### src/rtl/axi_rd_arbiter.sv
// axi_rd_arbiter: shares one AXI4 read port between the ICache and DCache
// refill engines. One single-beat 128-bit transaction is in flight at a time;
// simultaneous requests are resolved round-robin.
module axi_rd_arbiter #(
    parameter int ADDR_WIDTH     = 32,
    parameter int AXI_DATA_WIDTH = 128,
    parameter int AXI_ID_WIDTH   = 4
) (
    input  logic                      clk,
    input  logic                      rst_n,
    // ICache refill interface
    input  logic                      icache_rd_req,
    input  logic [ADDR_WIDTH-1:0]     icache_rd_addr,
    output logic                      icache_rd_accept,
    output logic                      icache_rd_valid,
    output logic [AXI_DATA_WIDTH-1:0] icache_rd_data,
    output logic                      icache_rd_err,
    // DCache refill interface
    input  logic                      dcache_rd_req,
    input  logic [ADDR_WIDTH-1:0]     dcache_rd_addr,
    output logic                      dcache_rd_accept,
    output logic                      dcache_rd_valid,
    output logic [AXI_DATA_WIDTH-1:0] dcache_rd_data,
    output logic                      dcache_rd_err,
    // AXI4 read address channel
    output logic [AXI_ID_WIDTH-1:0]   arid,
    output logic [ADDR_WIDTH-1:0]     araddr,
    output logic [7:0]                arlen,
    output logic [2:0]                arsize,
    output logic [1:0]                arburst,
    output logic                      arvalid,
    input  logic                      arready,
    // AXI4 read data channel
    input  logic [AXI_ID_WIDTH-1:0]   rid,
    input  logic [AXI_DATA_WIDTH-1:0] rdata,
    input  logic [1:0]                rresp,
    input  logic                      rlast,
    input  logic                      rvalid,
    output logic                      rready
);

    typedef enum logic [1:0] {IDLE, AR, R} state_t;

    localparam logic                    SRC_ICACHE = 1'b0;
    localparam logic                    SRC_DCACHE = 1'b1;
    localparam logic [AXI_ID_WIDTH-1:0] ID_ICACHE  = '0;
    localparam logic [AXI_ID_WIDTH-1:0] ID_DCACHE  = AXI_ID_WIDTH'(1);

    state_t                    r_state;
    state_t                    w_next_state;
    logic                      r_last;
    logic                      r_gnt;
    logic [ADDR_WIDTH-1:0]     r_araddr;
    logic [AXI_ID_WIDTH-1:0]   r_arid;
    logic                      r_ic_valid;
    logic [AXI_DATA_WIDTH-1:0] r_ic_data;
    logic                      r_ic_err;
    logic                      r_dc_valid;
    logic [AXI_DATA_WIDTH-1:0] r_dc_data;
    logic                      r_dc_err;

    logic w_win_d;
    logic w_grant;
    logic w_r_done;
    logic w_ic_acc;
    logic w_dc_acc;
    logic w_arvalid;
    logic w_rready;
    logic w_unused;

    // DCache wins when it is alone, or on a tie when ICache was served last
    assign w_win_d  = dcache_rd_req && (!icache_rd_req || (r_last == SRC_ICACHE));
    assign w_grant  = (r_state == IDLE) && (icache_rd_req || dcache_rd_req);
    // Only the single beat carrying our ID and RLAST completes the refill
    assign w_r_done = (r_state == R) && rvalid && rlast && (rid == r_arid);
    // Only the error bit of RRESP is forwarded
    assign w_unused = rresp[0];

    // State register
    always_ff @(posedge clk or negedge rst_n) begin
        if (!rst_n) begin
            r_state <= IDLE;
        end else begin
            r_state <= w_next_state;
        end
    end

    // Next-state decode and per-state handshake outputs
    always_comb begin
        w_next_state = r_state;
        w_ic_acc     = 1'b0;
        w_dc_acc     = 1'b0;
        w_arvalid    = 1'b0;
        w_rready     = 1'b0;
        case (r_state)
            IDLE: begin
                if (icache_rd_req || dcache_rd_req) begin
                    w_next_state = AR;
                    if (w_win_d) begin
                        w_dc_acc = 1'b1;
                    end else begin
                        w_ic_acc = 1'b1;
                    end
                end
            end
            AR: begin
                w_arvalid = 1'b1;
                if (arready) begin
                    w_next_state = R;
                end
            end
            R: begin
                w_rready = 1'b1;
                if (w_r_done) begin
                    w_next_state = IDLE;
                end
            end
            default: begin
                w_next_state = IDLE;
            end
        endcase
    end

    // Capture the winner's address, ID and identity at grant time
    always_ff @(posedge clk or negedge rst_n) begin
        if (!rst_n) begin
            r_araddr <= '0;
            r_arid   <= '0;
            r_gnt    <= SRC_ICACHE;
            r_last   <= SRC_ICACHE;
        end else if (w_grant) begin
            r_araddr <= w_win_d ? dcache_rd_addr : icache_rd_addr;
            r_arid   <= w_win_d ? ID_DCACHE : ID_ICACHE;
            r_gnt    <= w_win_d ? SRC_DCACHE : SRC_ICACHE;
            r_last   <= w_win_d ? SRC_DCACHE : SRC_ICACHE;
        end
    end

    // Route the completing beat to the granted cache; data holds between refills
    always_ff @(posedge clk or negedge rst_n) begin
        if (!rst_n) begin
            r_ic_valid <= 1'b0;
            r_ic_data  <= '0;
            r_ic_err   <= 1'b0;
            r_dc_valid <= 1'b0;
            r_dc_data  <= '0;
            r_dc_err   <= 1'b0;
        end else begin
            r_ic_valid <= w_r_done && (r_gnt == SRC_ICACHE);
            r_dc_valid <= w_r_done && (r_gnt == SRC_DCACHE);
            if (w_r_done && (r_gnt == SRC_ICACHE)) begin
                r_ic_data <= rdata;
                r_ic_err  <= rresp[1];
            end
            if (w_r_done && (r_gnt == SRC_DCACHE)) begin
                r_dc_data <= rdata;
                r_dc_err  <= rresp[1];
            end
        end
    end

    assign icache_rd_accept = w_ic_acc;
    assign dcache_rd_accept = w_dc_acc;
    assign icache_rd_valid  = r_ic_valid;
    assign icache_rd_data   = r_ic_data;
    assign icache_rd_err    = r_ic_err;
    assign dcache_rd_valid  = r_dc_valid;
    assign dcache_rd_data   = r_dc_data;
    assign dcache_rd_err    = r_dc_err;

    assign arid    = r_arid;
    assign araddr  = r_araddr;
    assign arlen   = 8'd0;
    assign arsize  = 3'b100;
    assign arburst = 2'b01;
    assign arvalid = w_arvalid;
    assign rready  = w_rready;

endmodule

### config.mk
export PLATFORM = sky130hd
export DESIGN_NAME = axi_rd_arbiter
export DESIGN_NICKNAME = d
export VERILOG_FILES = /design/src/rtl/axi_rd_arbiter.sv
export SDC_FILE = /design/constraint.sdc
export NUM_CORES = 1
export LEC_CHECK = 0
export BUFFER_PORTS_ARGS = -buffer_cell sky130_fd_sc_hd__buf_2
export CAP_MARGIN = 10
export CORE_AREA = 8 8 197 199
export DETAILED_ROUTE_END_ITERATION = 16
export DIE_AREA = 0 0 205 207
export GPL_TIMING_DRIVEN = 0
export PLACE_DENSITY = 0.65
export SLEW_MARGIN = 20
export SYNTH_ARGS = -nofsm -noshare
export SYNTH_HDL_FRONTEND = slang
export SYNTH_SLANG_ARGS = --single-unit
### constraint.sdc
create_clock -name clk -period 2.7 [get_ports clk]
set_input_delay 0.405 -clock clk [delete_from_list [all_inputs] [get_ports clk]]
set_output_delay 0.405 -clock clk [all_outputs]
set_load 0.05 [all_outputs]
# Yosys cells after proc, flatten, opt, wreduce, memory -nomap -nowiden
# Index checks and enable logic that the tools add are counted.
[op_classes]
n_eq_ne = 6
n_mux = 14
bitwise = 1
reduce_logical = 12
[op_table]
columns = ["cell", "n"]
rows = [
  ["$mux W32", 1],
  ["$mux W1", 9],
  ["$logic_and A1 B1 Y1", 7],
  ["$mux W2", 3],
  ["$pmux W2 S3", 1],
  ["$eq A4 B4 Y1", 1],
  ["$ne A2 B2 Y1 const B", 2],
  ["$reduce_and A3 Y1", 1],
  ["$eq A2 B1 Y1 const B", 1],
  ["$eq A2 B2 Y1 const B", 1],
  ["$logic_not A2 Y1", 1],
  ["$logic_or A1 B1 Y1", 2],
  ["$ne A2 B1 Y1 const B", 1],
  ["$logic_not A1 Y1", 1],
  ["$not A1 Y1", 1],
]
[totals]
register_bits = 299
input_bits = 205
out_inout_bits = 313

# Longest topological paths before layout
# Gate-level depths: netlist (run 1).
[depth]
word_depth = 6
ltp_mapped = 6
depth_no_buf = 3

# Worst setup path after synthesis (run 1)
# OpenSTA, ideal clock, no wires.
[synth_timing]
path_type = "register -> register"
from = "register r_state[0]"
to = "register r_ic_data[100], in the netlist icache_rd_data[100]"
arrival_ps = 2111
slack_ps = 464
stages_incl_launch_ff = 7
n_path_buf = 3
synth_period_minus_slack_ps = 2236
path_cell_list = "dfrtp_1 > or4b_1 > or4_1 > clkbuf_1 > buf_6 > buf_6 > mux2_4"
[synth_via]
elab_chain_len = 5
[synth_rtl]
columns = ["item", "line_no", "rtl"]
rows = [
  ["start, declared", "49", "state_t r_state;"],
  ["start signal, assigned", "84", "r_state <= w_next_state;"],
  ["$eq A2 B2 Y1", "75", "assign w_r_done = (r_state == R) && rvalid && rlast && (rid == r_arid);"],
  ["$logic_and A1 B1 Y1 (3 in a row)", "75", ""],
  ["$logic_and A1 B1 Y1", "151", "if (w_r_done && (r_gnt == SRC_ICACHE)) begin"],
  ["end signal, assigned", "152", "r_ic_data <= rdata;"],
  ["end, declared", "56", "logic [AXI_DATA_WIDTH-1:0] r_ic_data;"],
]
# No other way between the ends.
# A chain may end at the register's enable or synchronous reset.

# Worst setup path in the final report (run 1)
[layout_timing]
from = "register r_state[1]"
to = "output port icache_rd_accept"
[layout_via]
elab_chain_len = 2
[layout_rtl]
columns = ["item", "line_no", "rtl"]
rows = [
  ["$logic_not A2 Y1", "95", "case (r_state)"],
  ["$mux W1", "95", ""],
  ["end, declared", "14", "output logic icache_rd_accept,"],
]
# No other way between the ends.

==> key figures, run 1 <==
Place
  – Post-DP HPWL: 28.36 mm
  – Cells after DPL: 1,678
  – Post-DP Area: 15,030 um2
  – Buffers on Ports: 500
  – GPL Wtd Cong: 0.7863

Synthesis
  – Share of the synthesized area in the top cell type: 62.56%
  – Largest family of logic cells by synthesized area: multiplexers
  – Flops & latches, synth: 295
  – YS warnings: 0
  – Synth Area in Adders: 0%
  – Post-synthesis sequential area ratio: 62.56%
  – Synth cell types: 29
  – Syn Std Cell Area: 11,800 um2
  – Area share of and/or/nand/nor cells after synthesis: 1.262%
  – Syn_area_per_cell: 17.03 um2
  – Post-Synth XOR/XNOR Area: 0.07422%
  – Post-synthesis mux area share: 31.21%
  – Top cell type by total area after synthesis: dfrtp_1
  – Synth Area in Compound Gates: 1.644%
  – Mapped Cells: 693
  – Top post-synthesis cells by area: dfrtp_1 63%, mux2_2 19%, mux2_4 13%

Setup path
  – Worst setup EP type: output pin
  – Reg-to-reg startpoint: r_state[0]
  – WP data arrival: 2.08 ns
  – Startpoint types: flip-flop
  – Worst path required time: 2.30 ns
  – R2R Setup Slk: 0.24 ns
  – Crit-path cells: nor2_2 -> o211a_1 -> buf_2
  – Crit-path max FO: 15
  – CP max-delay cell: o211a_1
  – FF-to-FF End: icache_rd_data[42]
  – Slowest stage delay, CP: 0.50 ns
  – Worst setup path class: reg2out
  – Cells on worst reg2reg path: 6

Pwr
  – Leakage: 9.449 nW
  – Sw Pwr: 0.005877 W
  – Clock share of power: 29.8%
  – Sw Share: 38.56%
  – Worst vdd rail ir drop: 0.7693 mV
  – Comb power frac: 33.7%
  – Int Pwr: 0.009365 W
  – Sequential power share: 36.4%
  – P per Cell Area: 943.5 nW/um2

Clock tree
  – CTS buffer count: 34
  – CTS tree: yes
  – Skew-Pair Late Insertion Delay: 0.52 ns
  – Clock sinks: 295
  – Setup repair bufs after CTS: 0
  – Root Buffer: clkbuf_16
  – H-tree depth: 2
  – Clock tree buffer depth: 3
  – Clock-pin transition on the worst setup and hold timing paths: 0.05 ns

Floorplanning
  – Ports: 518
  – Die ar.: 42,440 um2
  – Row Count: 70
  – Die Ht: 207 um
  – Die width: 205 um
  – Core area: 35,910 um2
  – Initial core utilization: 32.86%

STA
  – Slew Viols, Final: 0
  – Minimum clock period: 2.482 ns
  – Hold Vio Cnt, Final: 0
  – RSZ-0062 raised after global routing: no
  – Clock Skew: 0.01042 ns
  – Worst slew margin: 52.45%
  – Slew at the pin closest to its max-slew limit: 0.7085 ns
  – Setup TNS Final: 0 ns
  – Part of the cycle the worst path needs: 91.93%
  – Final setup fails: 0
  – Fmax: 0.4029 GHz

Layout
  – Final layout net count: 1,451
  – Finished Layout Cells: 1,738
  – Final instance area: 16,150 um2
  – Post-layout util: 44.99%
  – Synth-to-Final Area Change: 36.90%
  – Layout cell share with drive strength beyond 1: 70.43%
  – Fill cells: 3,295

Global route
  – Overall Global Routing Usage: 16.73%
  – Initial antenna violation count: 5
  – Largest net degree at the start of global routing: 101
  – Vias in the first global route: 8,843
  – Global-route wire length before repair: 55.04 mm
  – Global route total overflow: 0

Detailed routing
  – First-pass detailed-route iteration total: 6
  – DRT iter0 DRCs: 246
  – Overall routed net length: 36.43 mm
  – Routed WL per cell: 20.96 um
  – Vias per cell: 4.534
  – Remaining antenna violation count: 0
  – Remaining DRCs: 0
  – Routed vias: 7,880

Worst hold path
  – Hold EP: r_state[0]
  – Hold path cells: 2
  – Min-delay src: arready
  – Hold Path Class: in2reg

Job
  – # Max-Cap Violations: 0

Status
  – Status: finished clean
-- through the flow --
step | setup WS, ns | power [W] | hold slack (ns)
floorplan | 0.4641 | 0.009313 | 0.1094
global placement | -4.314 | 0.01073 | 0.4843
detailed placement | -0.3917 | 0.01081 | 0.2189
CTS | 0.09848 | 0.01547 | 0.05105
global route | 0.08151 | 0.01590 | 0.08755
finish | 0.2179 | 0.01524 | 0.09419
-- logic make-up (layout without fill, tap and decap cells) --
family / after synthesis / count (layout)
flops: 295 / 295
mux: 294 / 294
buf+inv: 56 / 617
simple gates: 24 / 24
compound gates: 21 / 21
other cells: 2 / 18
xor+xnor: 1 / 1
-- worst max path at each step --
stage                     startpoint                   to  slack (ns)  cells past startpoint
after global placement         rst_n   dcache_rd_data[12]       -4.31                      1
after global routing      r_state[1]     icache_rd_accept        0.08                      3
after floorplan           r_state[0]  icache_rd_data[100]        0.46                      6
final                     r_state[1]     icache_rd_accept        0.22                      3
after detailed placement      rid[3]   dcache_rd_data[40]       -0.39                      6
after CTS                 r_state[0]   dcache_rd_data[43]         0.1                      5
-- worst max-delay path, delay by kind of cell, from the launching register on --
family                 cells  cell delay, ns
AO/OA/AOI/OAI              1            0.50
flip-flops                 1            0.42
AND/OR/NAND/NOR            1            0.28
buffers and inverters      1            0.36
-- cell usage after synthesis --
cell,instances
a221o_1,14
or4_1,1
conb_1,2
a21bo_2,1
dfrtp_1,295
and3_1,14
nor3_1,2
buf_2,16
nor2_1,1
o21ai_0,1
nand3b_1,1
mux2_4,99
nand2_1,1
buf_4,17
buf_1,1
mux2_2,195
buf_6,11
xor2_1,1
or3_1,1
o211a_1,1
o21ai_1,1
nor2b_1,1
clkbuf_1,9
a21o_1,1
a22o_1,1
inv_1,2
a21boi_1,1
nand2b_1,1
or4b_1,1
-- power groups by stage --
stage          Sequential (W)  Clock [W]  Combinational (W)
4_1_cts               0.00555    0.00472            0.00520
6_report              0.00555    0.00455            0.00514
3_5_place_dp          0.00560          0            0.00521
2_1_floorplan         0.00803          0            0.00128
3_3_place_gp          0.00558          0            0.00514
5_1_grt               0.00564    0.00488            0.00538
-- placed cells by master, fill, tap and decap left out --
| cell | Yosys | routed |
|---|---|---|
| a21boi_1 | 1 | 1 |
| clkbuf_1 | 9 | 18 |
| dlygate4sd3_1 | 0 | 1 |
| conb_1 | 2 | 16 |
| nand2_1 | 1 | 1 |
| bufinv_16 | 0 | 2 |
| inv_1 | 2 | 2 |
| a221o_1 | 14 | 14 |
| buf_8 | 0 | 1 |
| nor3_2 | 0 | 1 |
| o21ai_0 | 1 | 1 |
| nand3b_1 | 1 | 1 |
| clkbuf_4 | 0 | 1 |
| clkbuf_16 | 0 | 37 |
| and3_1 | 14 | 14 |
| or4b_1 | 1 | 1 |
| o211a_1 | 1 | 1 |
| buf_6 | 11 | 11 |
| nor3_1 | 2 | 1 |
| o21ai_1 | 1 | 1 |
| mux2_2 | 195 | 195 |
| or3_1 | 1 | 1 |
| a21o_1 | 1 | 1 |
| nor2_2 | 0 | 1 |
| dfrtp_1 | 295 | 295 |
| buf_2 | 16 | 515 |
| clkinv_2 | 0 | 5 |
| nand2b_1 | 1 | 1 |
| clkbuf_8 | 0 | 3 |
| buf_4 | 17 | 17 |
| inv_6 | 0 | 1 |
| a22o_1 | 1 | 1 |
| mux2_4 | 99 | 99 |
| buf_16 | 0 | 3 |
| a21bo_2 | 1 | 1 |
| nor2b_1 | 1 | 1 |
| diode_2 | 0 | 2 |
| or4_1 | 1 | 1 |
| xor2_1 | 1 | 1 |
-- per-layer routing --
layer  vias to the layer above  wire length (um)  GRT usage (%)
met2                       350             18300          28.95
met5                         -                 0              0
li1                       3551                 -              -
met4                         0               710          4.389
met1                      3927             13650          18.80
met3                        52              3775          6.773
-- what timing repair did --
| item | 4_1_cts | 5_1_grt |
|---|---|---|
| gates cloned | 0 | 0 |
| hold endpoints to repair | 98 | 0 |
| resized for setup | 3 | 1 |
| endpoints found under the setup margin | 100 | 92 |
| hold buffers | 1 | 0 |
-- final cells by class --
class / instances / area, um2 / share of cell area (%)
Sequential cell: 295 / 7382 / 45.70
Multi-Input combinational cell: 356 / 4101 / 25.39
Inverter: 2 / 7.507 / 0.04647
Antenna cell: 2 / 5.005 / 0.03098
Clock buffer: 50 / 1005 / 6.219
Tap cell: 468 / 585.6 / 3.625
Timing Repair Buffer: 504 / 2605 / 16.13
Buffer: 53 / 369.1 / 2.285
Clock inverter: 8 / 93.84 / 0.5809
-- state kept, by name, summed over array words and instances, names as in the netlist --
signal	flops
r_state	2
arid	1
araddr	32
icache_rd_err	1
icache_rd_data	128
dcache_rd_data	128
dcache_rd_valid	1
dcache_rd_err	1
icache_rd_valid	1
(Power assumes the default switching activity.)
==> inputs of run 2 (changes only) <==
- clock period: 2.7 -> 2.85 ns (I/O delays scaled with it)
==> run 2 against run 1 <==
Sequential cell count stayed put; sequential share of layout area hardly changed; design area hardly changed; via count is 0.11% higher; sequential power is 5.2% lower; critical path depth is 2 higher; power is 5.2% lower; non-clock buffer count stayed put; highest routed layer unchanged.
==> key figures, run 2 (synthesized netlist as in run 1, its figures left out) <==
Detailed routing
  – DRT iter0 DRCs: 234 (was 246)
  – Remaining antenna violation count: 0 (unchanged)
  – Vias per cell: 4.539 (was 4.534)
  – Overall routed net length: 36.45 mm (was 36.43 mm)
  – Remaining DRCs: 0 (unchanged)
  – Routed WL per cell: 20.97 um (was 20.96 um)
  – Routed vias: 7,889 (was 7,880)
  – First-pass detailed-route iteration total: 6 (unchanged)

Floorplanning
  – Row Count: 70 (unchanged)
  – Core area: 35,910 um2 (unchanged)
  – Initial core utilization: 32.86% (unchanged)
  – Ports: 518 (unchanged)
  – Die ar.: 42,440 um2 (unchanged)
  – Die Ht: 207 um (unchanged)
  – Die width: 205 um (unchanged)

Layout
  – Post-layout util: 44.97% (was 44.99%)
  – Finished Layout Cells: 1,738 (unchanged)
  – Commonest non-fill, non-tap cells in the layout: 516 x buf_2, 295 x dfrtp_1, 195 x mux2_2 (was 515 x buf_2, 295 x dfrtp_1, 195 x mux2_2)
  – Final layout net count: 1,451 (unchanged)
  – Commonest non-fill, non-tap cell in the layout: buf_2 (unchanged)
  – Fill cells: 3,297 (was 3,295)
  – Synth-to-Final Area Change: 36.84% (was 36.90%)
  – Layout cell share with drive strength beyond 1: 70.35% (was 70.43%)

STA
  – Fin Hold WS: 0.1132 ns (was 0.09419 ns)
  – Fmax: 0.3796 GHz
  – Worst slew margin: 54.21% (was 52.45%)
  – Clock Skew: 0.01147 ns (was 0.01042 ns)
  – Part of the cycle the worst path needs: 92.44%
  – Slew at the pin closest to its max-slew limit: 0.6822 ns (was 0.7085 ns)
  – Final setup fails: 0 (unchanged)
  – Hold Vio Cnt, Final: 0 (unchanged)
  – RSZ-0062 raised after global routing: no (unchanged)
  – Minimum clock period: 2.635 ns
  – Setup ws final: 0.2155 ns (was 0.2179 ns)
  – Slew Viols, Final: 0 (unchanged)

Pwr
  – Sw Pwr: 0.005571 W (was 0.005877 W)
  – Sequential power share: 36.4% (about the same)
  – Int Pwr: 0.008872 W (was 0.009365 W)
  – Comb power frac: 33.7% (about the same)
  – P per Cell Area: 894.5 nW/um2 (was 943.5 nW/um2)
  – Leakage: 9.449 nW (about the same)
  – Clock share of power: 29.9% (was 29.8%)
  – Worst vdd rail ir drop: 0.7291 mV (was 0.7693 mV)
  – Sw Share: 38.57% (was 38.56%)

Clock tree
  – Root Buffer: clkbuf_16 (unchanged)
  – Skew-Pair Late Insertion Delay: 0.52 ns (about the same)
  – Clock tree buffer depth: 3 (unchanged)
  – Setup repair bufs after CTS: 0 (unchanged)
  – Clock-pin transition on the worst setup and hold timing paths: 0.06 ns (was 0.05 ns)
  – Clock sinks: 295 (unchanged)
  – CTS buffer count: 34 (unchanged)
  – CTS tree: yes (unchanged)
  – H-tree depth: 2 (unchanged)

Place
  – Cells after DPL: 1,678 (unchanged)
  – GPL Wtd Cong: 0.7863 (unchanged)
  – Post-DP HPWL: 28.36 mm (unchanged)
  – Buffers on Ports: 500 (unchanged)
  – Setup WS pre-CTS: -0.2642 ns (was -0.3917 ns)

Global route
  – Vias in the first global route: 8,864 (was 8,843)
  – Initial antenna violation count: 5 (unchanged)
  – Global-route wire length before repair: 55.17 mm (was 55.04 mm)
  – Global route total overflow: 0 (unchanged)
  – Overall Global Routing Usage: 16.77% (was 16.73%)
  – Largest net degree at the start of global routing: 101 (unchanged)

Worst hold path
  – Hold Path Class: in2reg (unchanged)

Setup path
  – Startpoint types: flip-flop (unchanged)
  – Crit-path max FO: 10 (was 15)
  – R2R Setup Slk: 0.22 ns (was 0.24 ns)
  – Worst path required time: 3.24 ns (was 2.30 ns)
  – Worst setup path class: reg2reg (was reg2out)
  – WP data arrival: 3.03 ns (was 2.08 ns)
  – Worst setup EP type: flip-flop (was output pin)

Job
  – # Max-Cap Violations: 0 (unchanged)

Status
  – Status: finished clean (unchanged)
==> run 2: changes by cell type in the layout (fill, tap and decap cells not counted), sizes merged <==
| cell | change |
|---|---|
| buf | +1 |
| clkbuf | -1 |
==> run 2: power groups by stage <==
stage	logic [W]	clock network, W	registers [W]
2_1_floorplan	0.00121	0	0.00761
5_1_grt	0.00510	0.00462	0.00535
4_1_cts	0.00493	0.00447	0.00526
3_3_place_gp	0.00487	0	0.00529
3_5_place_dp	0.00494	0	0.00530
6_report	0.00487	0.00431	0.00526
==> run 2: path summary, 6_finish.rpt <==
path	cells after the start	start	to
min	2	arready	r_state[0]
max	5	r_state[0]	dcache_rd_data[43]
max reg2reg	5	r_state[0]	dcache_rd_data[43]
min reg2reg	1	dcache_rd_data[20]	dcache_rd_data[20]
min in group asynchronous	2	rst_n	icache_rd_data[44]
max in group asynchronous	4	rst_n	dcache_rd_data[17]
==> run 2: layout make-up <==
class / instances / area [um2] / area share [%]
plain buffers: 53 / 366.6 / 2.270
well taps: 468 / 585.6 / 3.627
diodes: 2 / 5.005 / 0.03100
inverters: 2 / 7.507 / 0.04649
flip-flops and latches: 295 / 7382 / 45.72
repair buffers: 504 / 2605 / 16.13
clock inverters: 8 / 93.84 / 0.5812
multi-input cells: 356 / 4096 / 25.37
clock buffers: 50 / 1005 / 6.222
==> run 2: repair_timing <==
item / in CTS / in global routing
gates resized for setup: 2 / 1
hold buffers: 1 / 0
pin swaps: 0 / 0
endpoints found under the hold margin: 22 / 0
endpoints found under the setup margin: 100 / 13
==> run 2: stage by stage <==
step,instance area [um2],power (W),setup TNS [ns]
CTS,16150,0.01466,0
global placement,14940,0.01016,-1241.52
global route,16140,0.01506,0
finish,16150,0.01444,0
detailed placement,15030,0.01024,-23.25
floorplan,11850,0.008823,0
==> run 2: critical path, stage by stage, from the launching register on <==
cell	delay, ns
dfrtp_1	0.43
or4b_1	0.57
nor3_1	0.36
buf_2	0.39
buf_2	0.36
mux2_2	0.38
==> run 2: metal layers <==
layer / up-vias / GRT usage [%] / part of all wire, %
met5: - / 0 / 0
met4: 0 / 4.389 / 2.0
met3: 51 / 6.773 / 10
met2: 348 / 29.05 / 50
met1: 3939 / 18.83 / 38
li1: 3551 / - / -
==> inputs of run 3 (changes only) <==
- CORE_AREA: 8 8 197 199 -> 8 8 193 195
- DIE_AREA: 0 0 205 207 -> 0 0 201 203
- PLACE_DENSITY: 0.65 -> 0.67
==> run 3 against run 2 <==
Sequential power hardly changed; critical path depth stayed put; hold slack better by 0.033 ns; clock power hardly changed; routed wire length is 2.4% lower; utilization is 2.4 points higher; largest power group unchanged.
==> key figures, run 3 (synthesized netlist as in run 1, its figures left out) <==
Pwr
  – Int Pwr: 0.008835 W (was 0.008872 W)
  – Sw Share: 38.54% (was 38.57%)
  – Leakage: 9.460 nW (was 9.449 nW)
  – Sequential power share: 36.5% (was 36.4%)
  – Sw Pwr: 0.005540 W (was 0.005571 W)
  – Clock share of power: 29.8% (was 29.9%)
  – Worst vdd rail ir drop: 0.5780 mV (was 0.7291 mV)
  – Comb power frac: 33.7% (about the same)
  – Overall Power: 0.01438 W (was 0.01444 W)
  – P per Cell Area: 890.3 nW/um2 (was 894.5 nW/um2)

Clock tree
  – Setup repair bufs after CTS: 0 (unchanged)
  – Clock-pin transition on the worst setup and hold timing paths: 0.06 ns (about the same)
  – CTS tree: yes (unchanged)
  – Clock tree buffer depth: 3 (unchanged)
  – Clock sinks: 295 (unchanged)
  – CTS buffer count: 34 (unchanged)
  – Root Buffer: clkbuf_16 (unchanged)
  – Skew-Pair Late Insertion Delay: 0.50 ns (was 0.52 ns)
  – H-tree depth: 2 (unchanged)

Detailed routing
  – Remaining antenna violation count: 0 (unchanged)
  – Overall routed net length: 35.56 mm (was 36.45 mm)
  – Routed vias: 7,949 (was 7,889)
  – First-pass detailed-route iteration total: 4 (was 6)
  – DRT iter0 DRCs: 240 (was 234)
  – Remaining DRCs: 0 (unchanged)
  – Routed WL per cell: 20.57 um (was 20.97 um)
  – Vias per cell: 4.597 (was 4.539)

Setup path
  – Slowest stage delay, CP: 0.58 ns (was 0.57 ns)
  – Cells on worst reg2reg path: 5 (unchanged)
  – R2R Setup Slk: 0.20 ns (was 0.22 ns)
  – Startpoint types: flip-flop (unchanged)
  – Crit-path max FO: 10 (unchanged)
  – WP data arrival: 3.03 ns (about the same)
  – Reg-to-reg startpoint: r_state[0] (unchanged)
  – CP Buf/Inv Count: 2 (unchanged)
  – Crit-path cells: or4b_1 -> nor3_1 -> clkbuf_4 -> buf_2 -> mux2_2 (was or4b_1 -> nor3_1 -> buf_2 -> buf_2 -> mux2_2)
  – Worst setup EP type: flip-flop (unchanged)
  – Worst setup path class: reg2reg (unchanged)
  – Worst path required time: 3.23 ns (was 3.24 ns)
  – FF-to-FF End: dcache_rd_data[41] (was dcache_rd_data[43])
  – CP max-delay cell: or4b_1 (unchanged)
  – CP delay by family, top: simple AND/OR/NAND/NOR gates (unchanged)

Global route
  – Global-route wire length before repair: 54.64 mm (was 55.17 mm)
  – Largest net degree at the start of global routing: 96 (was 101)
  – Vias in the first global route: 8,828 (was 8,864)
  – Overall Global Routing Usage: 16.89% (was 16.77%)
  – Global route total overflow: 0 (unchanged)
  – Initial antenna violation count: 6 (was 5)

Floorplanning
  – Ports: 518 (unchanged)
  – Die ar.: 40,800 um2 (was 42,440 um2)
  – Die width: 201 um (was 205 um)
  – Row Count: 68 (was 70)
  – Core area: 34,120 um2 (was 35,910 um2)
  – Die Ht: 203 um (was 207 um)
  – Initial core utilization: 34.59% (was 32.86%)

Status
  – Status: finished clean (unchanged)

Layout
  – Commonest non-fill, non-tap cell in the layout: buf_2 (unchanged)
  – Finished Layout Cells: 1,729 (was 1,738)
  – Fill cells: 3,075 (was 3,297)
  – Layout cell share with drive strength beyond 1: 70.55% (was 70.35%)
  – Commonest non-fill, non-tap cells in the layout: 515 x buf_2, 295 x dfrtp_1, 195 x mux2_2 (was 516 x buf_2, 295 x dfrtp_1, 195 x mux2_2)
  – Area of the multi-input gates: 4094 um2 (was 4096 um2)
  – Seq. cell area: 7382 um2 (unchanged)
  – Final layout net count: 1,451 (unchanged)
  – Synth-to-Final Area Change: 36.84% (unchanged)

Worst hold path
  – Hold path cells: 2 (unchanged)
  – Min-delay src: arready (unchanged)
  – Hold Path Class: in2reg (unchanged)
  – Hold EP: r_state[0] (unchanged)

Job
  – # Max-Cap Violations: 0 (unchanged)

Place
  – Post-DP HPWL: 27.61 mm (was 28.36 mm)
  – GPL Wtd Cong: 0.7813 (was 0.7863)
  – Buffers on Ports: 500 (unchanged)
  – Setup WS pre-CTS: -0.4328 ns (was -0.2642 ns)
  – Cells after DPL: 1,665 (was 1,678)

STA
  – Fmax: 0.3779 GHz (was 0.3796 GHz)
  – Part of the cycle the worst path needs: 92.84% (was 92.44%)
  – Minimum clock period: 2.646 ns (was 2.635 ns)
  – Worst slew margin: 59.71% (was 54.21%)
  – Slew at the pin closest to its max-slew limit: 0.6003 ns (was 0.6822 ns)
  – Slew Viols, Final: 0 (unchanged)
  – Setup TNS Final: 0 ns (unchanged)
  – Final setup fails: 0 (unchanged)
  – Setup ws final: 0.2041 ns (was 0.2155 ns)
  – Clock Skew: 0.007327 ns (was 0.01147 ns)
  – Hold Vio Cnt, Final: 0 (unchanged)
  – RSZ-0062 raised after global routing: no (unchanged)
-- run 3: layer usage --
metal | routed length (um) | track usage (%) | up-vias
li1 | - | - | 3557
met1 | 13480 | 19.11 | 3979
met2 | 17990 | 29.01 | 349
met3 | 3249 | 6.567 | 60
met4 | 812 | 5.440 | 4
met5 | 26 | 0 | -
-- run 3: worst max-delay path by stage --
| stage | startpoint | endpoint | cells after the start |
|---|---|---|---|
| 3_5_place_dp | rid[3] | dcache_rd_data[46] | 6 |
| 5_1_grt | r_state[0] | dcache_rd_data[40] | 5 |
| 2_1_floorplan | rid[3] | icache_rd_data[100] | 6 |
| 6_report | r_state[0] | dcache_rd_data[41] | 5 |
| 4_1_cts | r_state[0] | dcache_rd_data[46] | 5 |
| 3_3_place_gp | rst_n | araddr[23] | 1 |
-- run 3: cell type report --
cell class / instances / share of cell area [%]
Timing Repair Buffer: 504 / 16.13
Antenna cell: 4 / 0.06199
Multi-Input combinational cell: 356 / 25.35
Buffer: 53 / 2.286
Sequential cell: 295 / 45.72
Clock inverter: 9 / 0.5192
Clock buffer: 51 / 6.354
Inverter: 2 / 0.04649
Tap cell: 455 / 3.526
-- run 3: timing repair --
item	CTS	global route
cloned	0	0
gates resized for setup	1	2
hold buffers	1	0
endpoints found under the setup margin	100	99
hold endpoints to repair	48	0
pin swaps	0	0
-- run 3: through the flow --
stage	hold WS (ns)	utilization, %	area (um2)
after floorplan	0.1319	-	11850
after global placement	0.4834	43.74	14920
after detailed placement	0.3747	44.02	15020
after CTS	0.1124	47.29	16130
after global routing	0.1335	47.33	16150
final	0.1461	47.33	16150
-- run 3: worst register-to-register path, stage by stage (launching register included) --
cell      delay (ns)
dfrtp_1         0.43
or4b_1          0.58
nor3_1          0.41
clkbuf_4        0.39
buf_2           0.34
mux2_2          0.38
-- run 3: power groups by stage --
stage	Clock (W)	Combinational, W	Sequential [W]
2_1_floorplan	0	0.00121	0.00761
3_3_place_gp	0	0.00485	0.00529
3_5_place_dp	0	0.00491	0.00530
4_1_cts	0.00440	0.00491	0.00525
5_1_grt	0.00456	0.00508	0.00534
6_report	0.00428	0.00485	0.00525
